--- config.mk ---
export PLATFORM = sky130hd
export DESIGN_NAME = keypad_encoder
export DESIGN_NICKNAME = d
export VERILOG_FILES = /design/src/rtl/keypad_encoder.sv
export SDC_FILE = /design/constraint.sdc
export NUM_CORES = 1
export LEC_CHECK = 0
export CAP_MARGIN = 20
export CORE_MARGIN = 4
export CORE_UTILIZATION = 30
export CTS_CLUSTER_DIAMETER = 120
export DETAILED_ROUTE_END_ITERATION = 16
export GPL_TIMING_DRIVEN = 0
export SLEW_MARGIN = 20
export SYNTH_ARGS = -nofsm -noshare
export SYNTH_HDL_FRONTEND = slang
export SYNTH_SLANG_ARGS = --single-unit
--- constraint.sdc ---
create_clock -name clk -period 2.2 [get_ports clk]
set_clock_uncertainty 0.15 [all_clocks]
set_input_delay 0.55 -clock clk [delete_from_list [all_inputs] [get_ports clk]]
set_output_delay 0.55 -clock clk [all_outputs]
set_load 0.005 [all_outputs]
--- src/rtl/keypad_encoder.sv ---
// Scans a 4x3 active-low keypad, debounces presses and emits one-cycle timer commands.
// Define KEYPAD_DIGIT_LIMIT_EN to cap digit strobes at three until '*' or '#' is accepted.

module keypad_encoder #(
    parameter int unsigned COL_DWELL       = 2,
    parameter int unsigned DEBOUNCE_CYCLES = 4
) (
    input  logic       clk,
    input  logic       clrn,
    input  logic       en,
    input  logic [3:0] rows,
    output logic [2:0] cols,
    output logic [3:0] data,
    output logic       loadn,
    output logic       key_clear,
    output logic       key_start
);

    localparam int unsigned DwellW = (COL_DWELL > 1) ? $clog2(COL_DWELL) : 1;
    localparam int unsigned CntW   = (DEBOUNCE_CYCLES > 1) ? $clog2(DEBOUNCE_CYCLES) : 1;
    localparam logic [DwellW-1:0] DwellLast = DwellW'(COL_DWELL - 1);
    localparam logic [CntW-1:0]   CntLast   = CntW'(DEBOUNCE_CYCLES - 1);

    typedef enum logic [1:0] {
        StScan,
        StDebounce,
        StEmit,
        StWaitRelease
    } state_e;

    state_e            state_q, state_d;
    logic [1:0]        col_q, col_d;
    logic [1:0]        row_q, row_d;
    logic [DwellW-1:0] dwell_q, dwell_d;
    logic [CntW-1:0]   cnt_q, cnt_d;
    logic [3:0]        data_q, data_d;
    logic [3:0]        rows_meta_q, rows_meta_d;
    logic [3:0]        rows_s_q, rows_s_d;
    logic [2:0]        cols_p1_q, cols_p1_d;
    logic [2:0]        cols_p2_q, cols_p2_d;

    logic [1:0] next_col;
    logic [1:0] low_row;
    logic [1:0] hit_col;
    logic       hit_valid;
    logic       is_star;
    logic       is_hash;
    logic       is_digit;
    logic [3:0] digit;
    logic       digit_ok;
    logic       emit;

`ifdef KEYPAD_DIGIT_LIMIT_EN
    logic [1:0] digit_cnt_q, digit_cnt_d;

    always_comb begin
        digit_ok = (digit_cnt_q != 2'd3);
    end
`else
    always_comb begin
        digit_ok = 1'b1;
    end
`endif

    // Column drive pipeline tracks which column produced the sample now in rows_s_q.
    always_comb begin
        rows_meta_d = rows;
        rows_s_d    = rows_meta_q;
        cols_p1_d   = cols;
        cols_p2_d   = cols_p1_q;
    end

    always_comb begin
        next_col = (col_q == 2'd2) ? 2'd0 : col_q + 2'd1;

        low_row = 2'd3;
        if (!rows_s_q[0]) begin
            low_row = 2'd0;
        end else if (!rows_s_q[1]) begin
            low_row = 2'd1;
        end else if (!rows_s_q[2]) begin
            low_row = 2'd2;
        end

        hit_valid = 1'b1;
        hit_col   = 2'd0;
        unique case (cols_p2_q)
            3'b110:  hit_col = 2'd0;
            3'b101:  hit_col = 2'd1;
            3'b011:  hit_col = 2'd2;
            default: hit_valid = 1'b0;
        endcase

        is_star  = (row_q == 2'd3) && (col_q == 2'd0);
        is_hash  = (row_q == 2'd3) && (col_q == 2'd2);
        is_digit = !is_star && !is_hash;
        digit    = (row_q == 2'd3) ? 4'd0
                                   : ({2'b00, row_q} * 4'd3) + {2'b00, col_q} + 4'd1;
        emit     = (state_q == StEmit) && en;
    end

    // Next-state logic
    always_comb begin
        state_d = state_q;
        col_d   = col_q;
        row_d   = row_q;
        dwell_d = dwell_q;
        cnt_d   = cnt_q;
        data_d  = (emit && is_digit && digit_ok) ? digit : data_q;

        unique case (state_q)
            StScan: begin
                if (dwell_q == DwellLast) begin
                    dwell_d = '0;
                    if (hit_valid && (rows_s_q != 4'b1111)) begin
                        // The triggering sample already counts as the first stable one.
                        col_d   = hit_col;
                        row_d   = low_row;
                        cnt_d   = CntW'(1);
                        state_d = (CntLast == '0) ? StEmit : StDebounce;
                    end else begin
                        col_d = next_col;
                    end
                end else begin
                    dwell_d = dwell_q + DwellW'(1);
                end
            end
            StDebounce: begin
                // Samples still in flight from the previous column are skipped.
                if (cols_p2_q == cols) begin
                    if (!rows_s_q[row_q]) begin
                        cnt_d = cnt_q + CntW'(1);
                        if (cnt_q == CntLast) begin
                            state_d = StEmit;
                        end
                    end else begin
                        state_d = StScan;
                        col_d   = next_col;
                        dwell_d = '0;
                        cnt_d   = '0;
                    end
                end
            end
            StEmit: begin
                state_d = StWaitRelease;
                cnt_d   = '0;
            end
            StWaitRelease: begin
                if ((cols_p2_q == 3'b000) && (rows_s_q == 4'b1111)) begin
                    if (cnt_q == CntLast) begin
                        state_d = StScan;
                        col_d   = 2'd0;
                        dwell_d = '0;
                        cnt_d   = '0;
                    end else begin
                        cnt_d = cnt_q + CntW'(1);
                    end
                end else begin
                    cnt_d = '0;
                end
            end
            default: begin
                state_d = StScan;
            end
        endcase

        if (!en) begin
            state_d = StWaitRelease;
            cnt_d   = '0;
        end
    end

`ifdef KEYPAD_DIGIT_LIMIT_EN
    always_comb begin
        digit_cnt_d = digit_cnt_q;
        if (emit) begin
            if (is_digit) begin
                if (digit_ok) begin
                    digit_cnt_d = digit_cnt_q + 2'd1;
                end
            end else begin
                digit_cnt_d = 2'd0;
            end
        end
    end
`endif

    // Outputs
    always_comb begin
        cols      = 3'b000;
        loadn     = 1'b1;
        key_clear = 1'b0;
        key_start = 1'b0;
        data      = data_d;

        if (state_q != StWaitRelease) begin
            unique case (col_q)
                2'd0:    cols = 3'b110;
                2'd1:    cols = 3'b101;
                default: cols = 3'b011;
            endcase
        end

        if (emit) begin
            loadn     = !(is_digit && digit_ok);
            key_clear = is_star;
            key_start = is_hash;
        end
    end

    always_ff @(posedge clk or negedge clrn) begin
        if (!clrn) begin
            state_q     <= StScan;
            col_q       <= 2'd0;
            row_q       <= 2'd0;
            dwell_q     <= '0;
            cnt_q       <= '0;
            data_q      <= 4'd0;
            rows_meta_q <= 4'b1111;
            rows_s_q    <= 4'b1111;
            cols_p1_q   <= 3'b111;
            cols_p2_q   <= 3'b111;
        end else begin
            state_q     <= state_d;
            col_q       <= col_d;
            row_q       <= row_d;
            dwell_q     <= dwell_d;
            cnt_q       <= cnt_d;
            data_q      <= data_d;
            rows_meta_q <= rows_meta_d;
            rows_s_q    <= rows_s_d;
            cols_p1_q   <= cols_p1_d;
            cols_p2_q   <= cols_p2_d;
        end
    end

`ifdef KEYPAD_DIGIT_LIMIT_EN
    always_ff @(posedge clk or negedge clrn) begin
        if (!clrn) begin
            digit_cnt_q <= 2'd0;
        end else begin
            digit_cnt_q <= digit_cnt_d;
        end
    end
`endif

endmodule

Word-level counts from Yosys, hierarchy flattened:

Cells that the tools add are included.

* flip-flop bits (word level): 27
* output and inout bits: 10
* logic and storage cells: 103

* $lt $le $gt $ge: 1
* eq/ne operators: 25
* add/subtract/negate cells: 5
* multiplexer cells: 41
* multipliers: 1
* reduce and logical (&&, ||, !) cells: 20

Operator list (number)
* 2-bit 2-to-1 mux: 20
* 2-bit one-hot mux with 4 select lines: 2
* 3-bit != test, second input constant: 5
* 2-bit != test, second input constant: 6
* 6-bit AND reduction: 2
* 1-bit 2-to-1 mux: 11
* 2-bit == test, second input constant: 5
* 4-bit 2-to-1 mux: 2
* 4-bit != test, second input constant: 2
* 1-bit logical AND: 7
* 3-bit == test, second input constant: 2
* 2-bit one-hot mux with 3 select lines: 1
* 3-bit one-hot mux with 2 select lines: 1
* 3-bit AND reduction: 2
* 5-bit AND reduction: 1
* 2-bit by 1-bit adder with 2-bit output, second input constant: 2
* 4-bit by 1-bit adder with 4-bit output, second input constant: 1
* 4-bit by 2-bit adder with 4-bit output: 1
* 2-bit by 1-bit == test with 1-bit output, second input constant: 2
* 4-bit == test, second input constant: 1
* 2-bit zero test: 2
* 2-bit by 2-bit multiplier with 4-bit output, second input constant: 1
* 2-bit one-hot mux with 2 select lines: 1
* 3-bit by 2-bit == test with 1-bit output, second input constant: 1
* other kinds (10): 12

Logic depth before layout (Yosys ltp):

Gate-level depths: netlist (run 1).

* depth after elaboration: 8
* mapped depth: 7

Worst setup path after synthesis (run 1):

OpenSTA, ideal clock, no wires.

* path kind: reg2out
* from: register row_q[0]
* to: output port data[2]
* cell stages (with the launch flop): 5
* arrival time: 1.699 ns
* setup slack: -0.199 ns
* path through: dfrtp_1 -> fa_1 -> fa_1 -> xor2_1 -> a22o_1

* cells in the longest elaborated chain, start to end: 6

RTL lines
* start: declaration: line 33 `logic [1:0] row_q, row_d;`
* start signal: assignment: line 226 `row_q <= row_d;`
* branches (longest 5 deep; another with 2-bit by 2-bit multiplier with 4-bit output)
* 4-bit 2-to-1 mux *: line 109 `data_d = (emit && is_digit && digit_ok) ? digit : data_q;`
* end: declaration: line 13 `output logic [3:0] data,`

Mark *: on every way between the ends.

Worst setup path after layout (run 1):

Ends and elaborated chain as after synthesis.

==> results.py, run 1 <==
metrics = {
    "run_status": {
        "status": "finished, violations left",
        "failed_checks": "negative setup slack",
    },
    "place": {
        "place_ws_ns": -1.099,
        "portBuffers": 16,
        "dp.final_hpwl_um": 2085,
        "place_inst": 206,
        "place_congestion": 0.7917,
    },
    "global_route": {
        "grt_max_degree": 28,
        "grt_pass1_wl_um": 5430,
        "grt_usage_pct": 11.06,
        "grt_pass1_vias": 1142,
        "grt_antenna_before_repair": 0,
        "grt_overflow": 0,
    },
    "power_and_ir_drop": {
        "p_leak_nw": 0.8336,
        "sw_frac_of_total_pct": 22.60,
        "p_sw_w": 0.0001920,
        "clkPwrFrac_pct": 35.5,
        "p_comb_share_pct": 3.9,
        "powerDensity_mw_per_mm2": 450.1,
        "power_frac_seq_pct": 60.6,
        "ir_drop_uv": 279.0,
        "intPower_w": 0.0006577,
    },
    "critical_path": {
        "critPathMaxStageDelay_ns": 0.51,
        "worst-setup-path-type": "reg -> out",
        "endpoint_kind": "output port",
        "critical_path_arrival_ns": 2.18,
        "path_cells": "fa_1, buf_4, fa_2, xor2_1, a22o_1, buf_2",
        "crit_path_start_kind": "register",
        "cpMaxStageDelayCell": "fa_1",
        "crit_required_ns": 1.50,
        "cp.buffers_inverters": 2,
        "cp_max_fo": 2,
        "cp_top_family": "adder cells",
    },
    "synth": {
        "yosysTopAreaCellShare_pct": 25.50,
        "netlist_top_cells_area": "dfstp_2 (25%), dfrtp_1 (23%), ha_1 (4.3%), nand2_1 (3.9%), fa_1 (2.8%)",
        "synth.distinct_cells": 47,
        "avgSynthCellArea_um2": 10.45,
        "ys_seq_area_share_pct": 48.05,
        "netlist_area_mm2": 0.001443,
        "yosysWarningCount": 0,
        "synth_common_cells": "nand2_1 (15), dfstp_2 (14), dfrtp_1 (13)",
        "synth-edff-count": 0,
        "synth-seq-cells": 27,
        "syn_inst": 138,
        "synth_flop_cell": "dfstp_2",
        "synth_nets": 152,
        "yosysMostFrequentCell": "nand2_1",
        "async_flop_share_pct": 100.0,
        "synth_area_leader_cell": "dfstp_2",
    },
    "routing": {
        "vias": 1139,
        "viasPerCell": 5.131,
        "postRouteAntennaNets": 0,
        "routedWlPerCell_um": 13.76,
        "drt-total-wl_um": 3054,
        "firstDrtPassIters": 4,
        "drc": 0,
        "drt-initial-drc-count": 34,
    },
    "clock_tree": {
        "tritoncts": "done",
        "cts_root_buf": "clkbuf_8",
        "cts_buffers": 3,
        "cts_max_level": 1,
        "clock_sinks": 27,
        "clk_pin_slew_worst_paths_ns": 0.10,
        "max-clock-path-buffers": 2,
        "clk_latency_ns": 0.28,
        "cts-hold-fix-buffers": 0,
    },
    "timing": {
        "finalCriticalPeriod_ns": 2.883,
        "rsz0062_at_grt": "yes",
        "fmax_ghz": 0.3469,
        "max_slew_margin_pct": 60.87,
        "drv_slew": 0,
        "period_share_pct": 131.0,
        "worst_slew_pin_slew_ns": 0.5869,
        "fin_ws_ns": -0.6831,
        "hold_viol": 0,
        "setup_viol": 6,
    },
    "die": {
        "die_height_um": 77.35,
        "die_w_um": 77.35,
        "num_io_pins": 17,
        "core_mm2": 0.004504,
        "initial_core_util_pct": 32.03,
        "row_count": 24,
        "dieArea_mm2": 0.005982,
    },
    "layout": {
        "final_cells": 222,
        "syn_to_final_growth_pct": 30.88,
        "drive_above_1_share_pct": 44.71,
        "final_nets": 185,
        "n_antenna_cell": 0,
    },
    "hold_path": {
        "min_path_type": "in -> async",
    },
    "run": {
        "cap_viol_max_count": 0,
    },
}
==> power by group through the flow <==
stage / combinational (W) / sequential (W) / clock, W
2_1_floorplan: 0.00000878 / 0.000523 / 0
3_3_place_gp: 0.0000330 / 0.000524 / 0
3_5_place_dp: 0.0000328 / 0.000524 / 0
5_1_grt: 0.0000373 / 0.000516 / 0.000341
6_report: 0.0000329 / 0.000515 / 0.000301
4_1_cts: 0.0000337 / 0.000515 / 0.000316
==> repair_timing <==
| action | 4_1_cts | 5_1_grt |
|---|---|---|
| endpoints found under the setup margin | 10 | 10 |
| buffers inserted | 12 | 1 |
| gates resized for setup | 61 | 8 |
| pin swaps | 8 | 7 |
==> per-stage QoR <==
| stage | setup TNS (ns) | util [%] | cell area, um2 | total power (W) | hold WS, ns |
|---|---|---|---|---|---|
| 6_report | -2.148 | 41.92 | 1888 | 0.0008497 | 0.1081 |
| 3_3_place_gp | -6.940 | 37.08 | 1670 | 0.0005566 | 0.1955 |
| 5_1_grt | -2.740 | 41.92 | 1888 | 0.0008947 | 0.1530 |
| 4_1_cts | -2.387 | 41.64 | 1876 | 0.0008647 | 0.1189 |
| 2_1_floorplan | -0.3853 | - | 1445 | 0.0005318 | 0.1044 |
| 3_5_place_dp | -6.955 | 36.97 | 1665 | 0.0005569 | 0.1968 |
==> path summary, 6_finish.rpt <==
path                                        startpoint                     end  slack, ns  depth (start not counted)
min in group clk                cols_p1_q[0]$_DFF_PN1_  cols_p2_q[0]$_DFF_PN1_       0.21                          0
worst min-delay path                              clrn     data_q[2]$_DFF_PN0_       0.11                          1
worst max-delay path              row_q[0]$_DFFE_PN0P_                 data[2]      -0.68                          6
worst max register to register    row_q[0]$_DFFE_PN0P_     data_q[2]$_DFF_PN0_       0.06                          6
max in group asynchronous                         clrn    row_q[0]$_DFFE_PN0P_       1.38                          1
worst min register to register  cols_p1_q[0]$_DFF_PN1_  cols_p2_q[0]$_DFF_PN1_       0.21                          0
==> flip-flops by register name, summed over array words and instances (netlist names), 3 cells and up <==
signal,flops
cols_p1_q,3
cols_p2_q,3
data_q,4
rows_meta_q,4
rows_s_q,4
==> cells by family (layout without fill, tap and decap cells) <==
logic type | count (synthesis) | in the layout | share of synthesized area [%]
adder cells (fa/ha/maj) | 7 | 7 | 7.112
AO/OA/AOI/OAI | 38 | 38 | 18.91
AND/OR/NAND/NOR | 43 | 43 | 15.01
XOR/XNOR | 3 | 3 | 1.822
multiplexers | 3 | 3 | 3.295
buffers and inverters | 17 | 49 | 5.811
flip-flops | 27 | 27 | 48.05
==> routing by layer <==
layer  global-route usage, %  up-vias  routed length (um)
li1                        -      556                   -
met1                   14.55      550                1451
met2                   18.13       31                1408
met3                   3.241        2                 174
met4                   2.313        0                  20
met5                       0        -                   0
==> final cells by class <==
cell class / instances / area [um2]
Timing Repair Buffer: 29 / 226.5
Inverter: 8 / 36.28
Clock buffer: 3 / 41.29
Buffer: 8 / 58.81
Clock inverter: 1 / 8.758
Sequential cell: 27 / 695.7
Multi-Input combinational cell: 94 / 755.7
Tap cell: 52 / 65.06
Fill cell: 425 / 2616
==> cells in the final DEF (no fill, tap or decap), drive strengths merged, types with 2 or more instances in the layout <==
master | Yosys | routed
a21o | 3 | 3
a21oi | 6 | 6
a22o | 3 | 3
a31oi | 2 | 2
buf | 7 | 27
clkbuf | 2 | 5
clkdlybuf4s50 | 0 | 4
dfrtp | 13 | 13
dfstp | 14 | 14
dlygate4sd2 | 0 | 3
fa | 2 | 2
ha | 5 | 5
inv | 8 | 8
nand2 | 15 | 15
nand2b | 2 | 2
nand3 | 2 | 2
nor2 | 9 | 9
nor3 | 5 | 5
o211ai | 2 | 2
o21ai | 11 | 11
o22ai | 3 | 3
xnor2 | 2 | 2
(Power assumes the default switching activity.)
==> run 2: changes to the inputs <==
--- a/config.mk
+++ b/config.mk
@@ -5,6 +5,7 @@
 export SDC_FILE = /design/constraint.sdc
 export NUM_CORES = 1
 export LEC_CHECK = 0
+export ABC_AREA = 1
 export CAP_MARGIN = 20
 export CORE_MARGIN = 4
 export CORE_UTILIZATION = 30
==> constraint.sdc (replaced) <==
create_clock -name clk -period 2.6 [get_ports clk]
set_clock_uncertainty 0.15 [all_clocks]
set_input_delay 0.65 -clock clk [delete_from_list [all_inputs] [get_ports clk]]
set_output_delay 0.65 -clock clk [all_outputs]
set_load 0.005 [all_outputs]
==> results.py, run 2 <==
metrics = {
    "power_and_ir_drop": {
        "ir_drop_uv": 414.4,
        "clkPwrFrac_pct": 12.3,
        "powerDensity_mw_per_mm2": 988.0,
        "power.total_w": 0.001899,
        "p_comb_share_pct": 52.2,
        "sw_frac_of_total_pct": 41.25,
        "p_sw_w": 0.0007832,
        "power_frac_seq_pct": 35.5,
        "p_leak_nw": 0.9186,
        "intPower_w": 0.001116,
    },
    "critical_path": {
        "worst-setup-path-type": "reg -> out",
        "cpMaxStageDelayCell": "fa_2",
        "crit_path_start_kind": "register",
        "cp_top_family": "adder cells",
        "r2r_cells": 11,
        "critical_path_arrival_ns": 2.05,
        "crit_required_ns": 1.80,
        "critPathMaxStageDelay_ns": 0.55,
        "rr_startpoint": "row_q[0]$_DFFE_PN0P_",
        "r2r_slack_ns": 0.09,
        "r2r_end": "data_q[3]$_DFF_PN0_",
        "path_cells": "fa_1, fa_2, inv_2, o21ai_2, buf_2",
        "cp.buffers_inverters": 2,
        "endpoint_kind": "output port",
        "cp_max_fo": 2,
    },
    "timing": {
        "hold_viol": 0,
        "drv_slew": 0,
        "period_share_pct": 109.6,
        "hold_slack_ns": 0.2077,
        "finalCriticalPeriod_ns": 2.851,
        "setup_viol": 3,
        "max_slew_margin_pct": 61.14,
        "worst_slew_pin_slew_ns": 0.5829,
        "fin_ws_ns": -0.2507,
        "rsz0062_at_grt": "yes",
        "fmax_ghz": 0.3508,
    },
    "synth": {
        "ys_seq_area_share_pct": 46.83,
        "synth.distinct_cells": 29,
        "synth-seq-cells": 27,
        "netlist_area_mm2": 0.001480,
        "yosysTopAreaCellShare_pct": 24.85,
        "synth-edff-count": 0,
        "netlist_top_cells_area": "dfstp_2 (25%), dfrtp_1 (22%), nand2_1 (12%), nand3_1 (6.4%), inv_1 (6.3%)",
        "synth_common_cells": "nand2_1 (47), inv_1 (25), nand3_1 (19)",
        "yosysMostFrequentCell": "nand2_1",
        "avgSynthCellArea_um2": 8.178,
        "synth_nets": 195,
        "synth_area_leader_cell": "dfstp_2",
        "syn_inst": 181,
        "synth_flop_cell": "dfstp_2",
        "yosysWarningCount": 0,
        "async_flop_share_pct": 100.0,
    },
    "die": {
        "core_mm2": 0.004755,
        "initial_core_util_pct": 31.13,
        "dieArea_mm2": 0.006122,
        "die_height_um": 78.24,
        "die_w_um": 78.24,
        "num_io_pins": 17,
        "row_count": 25,
    },
    "hold_path": {
        "min_path_type": "in -> async",
    },
    "place": {
        "place_ws_ns": -0.6099,
        "portBuffers": 16,
        "place_inst": 264,
        "place_congestion": 0.8294,
        "dp.final_hpwl_um": 2172,
    },
    "layout": {
        "filler_cell_count": 499,
        "fin_util_pct": 40.42,
        "final_cells": 282,
        "final_cell_mix": "nand2_1 (46), inv_1 (19), nand3_1 (19)",
        "n_antenna_cell": 0,
        "layout_commonest_cell": "nand2_1",
        "final_nets": 230,
        "syn_to_final_growth_pct": 29.84,
        "top_regs": "data_q (4), rows_meta_q (4), rows_s_q (4)",
        "drive_above_1_share_pct": 32.56,
    },
    "routing": {
        "drt-total-wl_um": 3009,
        "drt-initial-drc-count": 41,
        "viasPerCell": 4.362,
        "routedWlPerCell_um": 10.67,
        "firstDrtPassIters": 4,
        "m1WireLength_um": 1461,
        "vias": 1230,
        "wl_met2_um": 1350,
        "topRoutingLayerUsed": "met4",
        "wl_met3_um": 157,
        "drc": 0,
        "postRouteAntennaNets": 0,
    },
    "clock_tree": {
        "cts_max_level": 1,
        "clk_latency_ns": 0.27,
        "max-clock-path-buffers": 2,
        "tritoncts": "done",
        "clock_sinks": 27,
        "cts_root_buf": "clkbuf_8",
        "clk_pin_slew_worst_paths_ns": 0.10,
        "cts_buffers": 3,
        "cts-hold-fix-buffers": 0,
    },
    "global_route": {
        "grt_usage_pct": 10.37,
        "grt_pass1_wl_um": 5119,
        "grt_max_degree": 28,
        "grt_pass1_vias": 1183,
        "grt_antenna_before_repair": 0,
        "grt_overflow": 0,
    },
    "run_status": {
        "failed_checks": "negative setup slack",
        "status": "finished, violations left",
    },
    "run": {
        "cap_viol_max_count": 0,
    },
}
-- run 2: final cells by class --
type                       instances  area [um2]  area share, %
multi-input combinational        125       723.2          37.63
clock buffer                       4       45.04          2.344
sequential                        27       698.2          36.33
inverter                          28       108.9          5.664
tap                               67       83.83          4.362
buffer                             1       5.005         0.2604
timing repair buffer              30       257.7          13.41
-- run 2: logic make-up (layout without fill, tap and decap cells) --
| group | after synthesis | count (layout) | synth area share, % |
|---|---|---|---|
| AND/OR/NAND/NOR | 95 | 95 | 29.08 |
| AO/OA/AOI/OAI | 21 | 21 | 7.946 |
| buffers and inverters | 29 | 63 | 7.523 |
| XOR/XNOR | 2 | 2 | 1.691 |
| adder cells (fa/ha/maj) | 7 | 7 | 6.932 |
| flip-flops | 27 | 27 | 46.83 |
-- run 2: stage by stage --
stage	setup TNS [ns]	area (um2)
floorplan	0	1480
global placement	-2.802	1724
detailed placement	-2.891	1719
CTS	-0.8714	1889
global route	-0.9092	1922
finish	-0.7052	1922
-- run 2: metal layers --
layer	global-route usage [%]	vias to the layer above
li1	-	641
met1	13.99	552
met2	16.27	33
met3	2.752	4
met4	3.147	0
met5	0	-
-- run 2: what timing repair did --
item,in CTS,in global routing
buffers inserted,14,3
setup endpoints to repair,7,8
pin swaps,10,6
resized for setup,38,12
-- run 2: power groups by stage --
stage	clock network (W)	logic [W]	registers, W
floorplan	0	0.000571	0.000667
CTS	0.000241	0.000915	0.000671
finish	0.000234	0.000990	0.000674
global route	0.000255	0.00113	0.000693
detailed placement	0	0.000814	0.000696
global placement	0	0.000799	0.000693
-- run 2: how the worst max path moves through the flow --
stage,from,end,slack [ns],depth (start not counted)
finish,row_q[0]$_DFFE_PN0P_,data[1],-0.25,5
global route,row_q[0]$_DFFE_PN0P_,data[1],-0.32,5
CTS,row_q[1]$_DFFE_PN0P_,data[3],-0.29,6
detailed placement,en,data[0],-0.61,7
global placement,en,data[0],-0.57,7
floorplan,row_q[0]$_DFFE_PN0P_,data[2],0.09,4
==> run 3: changes to the inputs <==
--- a/config.mk
+++ b/config.mk
@@ -10,6 +10,7 @@
 export CORE_MARGIN = 4
 export CORE_UTILIZATION = 30
 export CTS_CLUSTER_DIAMETER = 120
+export CTS_CLUSTER_SIZE = 24
 export DETAILED_ROUTE_END_ITERATION = 16
 export GPL_TIMING_DRIVEN = 0
 export SLEW_MARGIN = 20
==> results of run 3 <==
No change in the layout: final DEF, timing and power equal those of run 2.
